--- src/rtl/mem_wb_skid_reg.sv ---
`default_nettype none
// +----------------------------------------------------------------------------+
// | mem_wb_skid_reg                                                              |
// | Two-entry MEM/WB skid register with misalign transform and thread flushes. |
// | Rev 1.0 - initial release                                                   |
// +----------------------------------------------------------------------------+
module mem_wb_skid_reg #(
  parameter int DATA_W         = 32,
  parameter int ADDR_W         = 5,
  parameter int TID_W          = 2,
  parameter int EXP_W          = 3,
  parameter int EXP_MISS_ALIGN = 1,
  parameter int THREADS        = 2**TID_W
) (
  input  logic                clk,
  input  logic                reset_,
  input  logic                ex_valid,
  output logic                ex_ready,
  input  logic [TID_W-1:0]    ex_tid,
  input  logic [ADDR_W-1:0]   ex_dst_addr,
  input  logic                ex_gpr_we_,
  input  logic [EXP_W-1:0]    ex_exp_code,
  input  logic [DATA_W-1:0]   out,
  input  logic                miss_align,
  input  logic                stall,
  input  logic                flush,
  input  logic [THREADS-1:0]  flush_tid,
  output logic                mem_valid,
  input  logic                wb_ready,
  output logic [TID_W-1:0]    mem_tid,
  output logic [ADDR_W-1:0]   mem_dst_addr,
  output logic                mem_gpr_we_,
  output logic [EXP_W-1:0]    mem_exp_code,
  output logic [DATA_W-1:0]   mem_out,
  output logic [1:0]          mem_occ
);

  typedef struct packed {
    logic [TID_W-1:0]  tid;
    logic [ADDR_W-1:0] dst;
    logic              we_;
    logic [EXP_W-1:0]  exp;
    logic [DATA_W-1:0] data;
  } entry_t;

  localparam entry_t c_ENTRY_RST = '{tid: '0, dst: '0, we_: 1'b1, exp: '0, data: '0};

  logic   r_m_valid, r_s_valid;
  entry_t r_m, r_s;
  entry_t w_in;
  logic   w_take, w_m_live, w_s_live, w_s_kill, w_m_free;

  // Misaligned accesses are turned into a non-writing exception bubble.
  always_comb begin
    w_in      = '{tid: ex_tid, dst: ex_dst_addr, we_: ex_gpr_we_, exp: ex_exp_code, data: out};
    if (miss_align) begin
      w_in.dst  = '0;
      w_in.we_  = 1'b1;
      w_in.data = '0;
      w_in.exp  = (ex_exp_code != '0) ? ex_exp_code : EXP_W'(EXP_MISS_ALIGN);
    end
  end

  assign ex_ready = ~r_s_valid;
  assign w_take   = ex_valid & ex_ready & ~flush_tid[ex_tid];
  assign w_m_live = r_m_valid & ~flush_tid[r_m.tid];
  assign w_s_kill = r_s_valid &  flush_tid[r_s.tid];
  assign w_s_live = r_s_valid & ~flush_tid[r_s.tid];
  // A killed M counts as empty so a surviving S can advance even under stall.
  assign w_m_free = ~w_m_live | (wb_ready & ~stall);

  always_ff @(posedge clk or negedge reset_) begin
    if (!reset_) begin
      r_m_valid <= 1'b0;
      r_s_valid <= 1'b0;
      r_m       <= c_ENTRY_RST;
      r_s       <= c_ENTRY_RST;
    end else if (flush) begin
      r_m_valid <= 1'b0;
      r_s_valid <= 1'b0;
      r_m       <= c_ENTRY_RST;
      r_s       <= c_ENTRY_RST;
    end else if (w_m_free) begin
      if (w_s_live) begin
        r_m       <= r_s;
        r_m_valid <= 1'b1;
      end else if (w_take) begin
        r_m       <= w_in;
        r_m_valid <= 1'b1;
      end else begin
        r_m_valid <= 1'b0;
      end
      r_s_valid <= 1'b0;
    end else begin
      if (w_take) begin
        r_s       <= w_in;
        r_s_valid <= 1'b1;
      end else if (w_s_kill) begin
        r_s_valid <= 1'b0;
      end
    end
  end

  assign mem_valid    = r_m_valid;
  assign mem_tid      = r_m.tid;
  assign mem_dst_addr = r_m.dst;
  assign mem_gpr_we_  = r_m.we_;
  assign mem_exp_code = r_m.exp;
  assign mem_out      = r_m.data;
  assign mem_occ      = {1'b0, r_m_valid} + {1'b0, r_s_valid};

endmodule
`default_nettype wire
--- config.mk ---
export PLATFORM = sky130hd
export DESIGN_NAME = mem_wb_skid_reg
export DESIGN_NICKNAME = d
export VERILOG_FILES = /design/src/rtl/mem_wb_skid_reg.sv
export SDC_FILE = /design/constraint.sdc
export NUM_CORES = 1
export LEC_CHECK = 0
export ABC_AREA = 1
export CAP_MARGIN = 20
export CORE_MARGIN = 5
export CORE_UTILIZATION = 45
export DETAILED_ROUTE_END_ITERATION = 8
export PLACE_DENSITY = 0.72
export SYNTH_ARGS = -nofsm -noshare
export SYNTH_HDL_FRONTEND = slang
export SYNTH_SLANG_ARGS = --single-unit
export TNS_END_PERCENT = 10
--- constraint.sdc ---
create_clock -name clk -period 3.05 [get_ports clk]
set_input_delay 0.305 -clock clk [delete_from_list [all_inputs] [get_ports clk]]
set_output_delay 0.305 -clock clk [all_outputs]
set_load 0.1 [all_outputs]
==> impl_metrics.tcl <==
set metrics [dict create \
    crit_type "flip-flop to flip-flop" \
    p_seq_frac 0.455 \
    regArea_um2 2210 \
    swShare 0.376 \
    post-cts-setup-buffer-count 0 \
    place_congestion 0.858 \
    r2r-start "r_s_valid" \
    grt_start_max_net_pins 89 \
    ys_seq_area_frac 0.452 \
    routed_wl_um 12800 \
    core_region_area_um2 10700 \
    rsz0062_at_grt "no" \
    cts_tree "done" \
    cts_buffer_depth 2 \
    maxSlewHeadroom 0.336 \
    num_vias 4687 \
    cp-start-kind "flip-flop" \
    die_w_um 114 \
    crit_slowest_cell "dfrtp_2" \
    pwr-share-clk 0.268 \
    nFillCells 1009 \
    fin_crit_sh 0.746 \
    slew_viol_final 0 \
    path_buf_inv 0 \
    io_buffers 100 \
    tightest_slew_ns 0.993 \
    fin_crit_ns 2.28 \
    comb_power_share 0.277 \
    grt_pass1_wl_um 21400 \
    powerDensity_nw_per_um2 456 \
    synth_nets 766 \
    tns_ns 0 \
    synth_seq_cells 88 \
    clkSlewWorstSetupHoldPaths_ns 0.09 \
    viasPerCell 5.05 \
    cts_root_buffer "clkbuf_8" \
    dp_hpwl_um 8410 \
    clkLatencyLatePin_ns 0.35 \
    drv_cap 0 \
    cp.arrival_ns 2.51 \
    die_y_um 114 \
    ctsResizeCount 0 \
    path_cells "nor2_1 > nand3_1 > nand2_2 > nand2_4 > nand2_4 > nand2_1 > nand2_1" \
    required_ns 3.28 \
    violations "hold timing" \
    fmax_ghz 0.439 \
    grt_use_total 0.198 \
    gr-total-overflow 0 \
    finalSetupViolCount 0 \
    slowest_delay_ns 0.68 \
    synth_area_leaders "dfrtp_1, nand2_1, nand3_1" \
    drive_above_1_share 0.0748 \
    htreeDepth 3 \
    ios 101 \
    antenna_found_initial 0 \
    r2r.worst_path.cells 7 \
    ir_drop_mv 0.300 \
    synth.distinct_cells 26 \
    place_area_um2 5830 \
    syn_area_um2 4880 \
    ys_warn_count 0 \
    r2r-end "mem_out[18]" \
    finalHoldViolCount 46 \
    end_kind "flip-flop" \
    fin_skew_ns 0.0132 \
    final_antenna_net_count 0 \
    cts_hold_buf 0 \
    cts_num_sinks 88 \
    netlist_instances 711 \
    drt_iter0_drc 400 \
    synth_area_per_cell_um2 6.87 \
    path_delay_family "simple AND/OR/NAND/NOR gates" \
    ff2ff_setup_slack_ns 0.77 \
    area_delta_synth_final_pct 23.6 \
    cts_buffers 9 \
    initial_core_util 0.454 \
    yosys.area.top_type_share 0.441 \
    num_rows 38 \
    internal-power_w 0.00171 \
    synth_top_area_cell "dfrtp_1" \
    drc 0 \
    diodes 0 \
    hold_path.class "input pin to async pin" \
    post_drt_wl_per_cell_um 13.8 \
    p_leak_nw 3.14 \
    die_area_um2 13000 \
    multi_input_area_um2 2130 \
    grt_pass1_vias 4462 \
    fin_area_um2 6030 \
    p_sw_w 0.00104 \
    timing.hold.ws_ns -0.0404 \
    nets 839 \
    critPathMaxFanout 44 \
    first_pass_iters 5 \
    outcome "complete, but fails checks" \
]
==> power by group through the flow <==
stage                     clock network [W]  registers, W  logic (W)
final                              0.000738       0.00125   0.000762
after global placement                    0       0.00127   0.000752
after floorplan                           0       0.00156   0.000238
after CTS                          0.000765       0.00125   0.000762
after global routing               0.000805       0.00126   0.000812
after detailed placement                  0       0.00127   0.000760
==> per-stage QoR <==
stage          setup slack, ns  hold slack (ns)  total power, W  utilization  instances
2_1_floorplan            0.905          0.00941         0.00180            -        711
3_3_place_gp             0.622            0.453         0.00203        0.543        912
3_5_place_dp             0.519            0.458         0.00203        0.543        912
4_1_cts                  0.809            0.197         0.00278        0.560        928
5_1_grt                  0.563          0.00883         0.00287        0.561        929
6_report                 0.774          -0.0404         0.00275        0.561        929
==> layout by cell type (no fill, tap or decap), drive strengths merged, types with 3 or more instances in the layout <==
cell	Yosys	final
nand2	243	243
nand3	119	119
dfrtp	86	86
inv	83	85
clkdlybuf4s50	0	81
nor2	80	80
a21oi	31	31
buf	35	28
o21ai	13	13
clkbuf	12	9
clkinvlp	0	3
==> worst max-delay path by stage <==
stage                                 end  cells after the start         start  slack [ns]
after detailed placement      mem_out[18]                     10  flush_tid[1]        0.52
after CTS                     mem_out[18]                      7     r_s_valid        0.81
after floorplan                mem_occ[1]                      1     mem_valid        0.90
after global placement    mem_dst_addr[1]                     10  flush_tid[3]        0.62
after global routing          mem_out[18]                      7     r_s_valid        0.56
final                         mem_out[18]                      7     r_s_valid        0.77
==> cells by family (layout without fill, tap and decap cells) <==
family          count (synthesis)  count (layout)  share of synthesized area
simple gates                  445             445                      0.383
fa+ha+maj                       1               1                    0.00256
buf+inv                       130             208                      0.113
compound gates                 47              47                     0.0495
flops                          88              88                      0.452
==> worst reg2reg max path, stage by stage, from the launching register on <==
cell and delay (ns):
dfrtp_2 0.68, nor2_1 0.12, nand3_1 0.18, nand2_2 0.10
nand2_4 0.39, nand2_4 0.43, nand2_1 0.20, nand2_1 0.06
==> cell usage after synthesis <==
master and count:
inv_1 81, buf_2 21, o21bai_1 1, a21oi_1 31
or2_2 1, o21ai_0 2, inv_2 2, clkbuf_1 12
nand2_1 238, nand4_1 1, nor2_2 1, nor2_1 79
buf_6 4, nand3_2 2, buf_1 8, nand2_2 1
buf_4 2, a21boi_0 1, o21ai_1 11, a31oi_1 1
or2_1 1, nand2_4 4, dfrtp_1 86, dfstp_2 2
nand3_1 117, ha_1 1
==> cell type report <==
type / count / share of cell area
Clock inverter: 7 / 0.00892
Multi-Input combinational cell: 493 / 0.353
Clock buffer: 9 / 0.0205
Sequential cell: 88 / 0.366
Tap cell: 140 / 0.0290
Inverter: 83 / 0.0516
Timing Repair Buffer: 109 / 0.171
==> flip-flops by register name (all words and copies together), names as in the netlist <==
signal and cells:
mem_dst_addr 5, mem_gpr_we_ 1, r_s 43, mem_out 32, mem_valid 1, mem_exp_code 3, r_s_valid 1, mem_tid 2
==> layer usage <==
layer / share of wire / wire length [um] / vias up / GRT usage
li1: - / - / 2335 / -
met1: 0.45 / 5730 / 2154 / 0.276
met2: 0.47 / 5970 / 179 / 0.323
met3: 0.071 / 908 / 19 / 0.0291
met4: 0.016 / 209 / 0 / 0.0562
met5: 0 / 0 / - / 0
(Power assumes the default switching activity.)
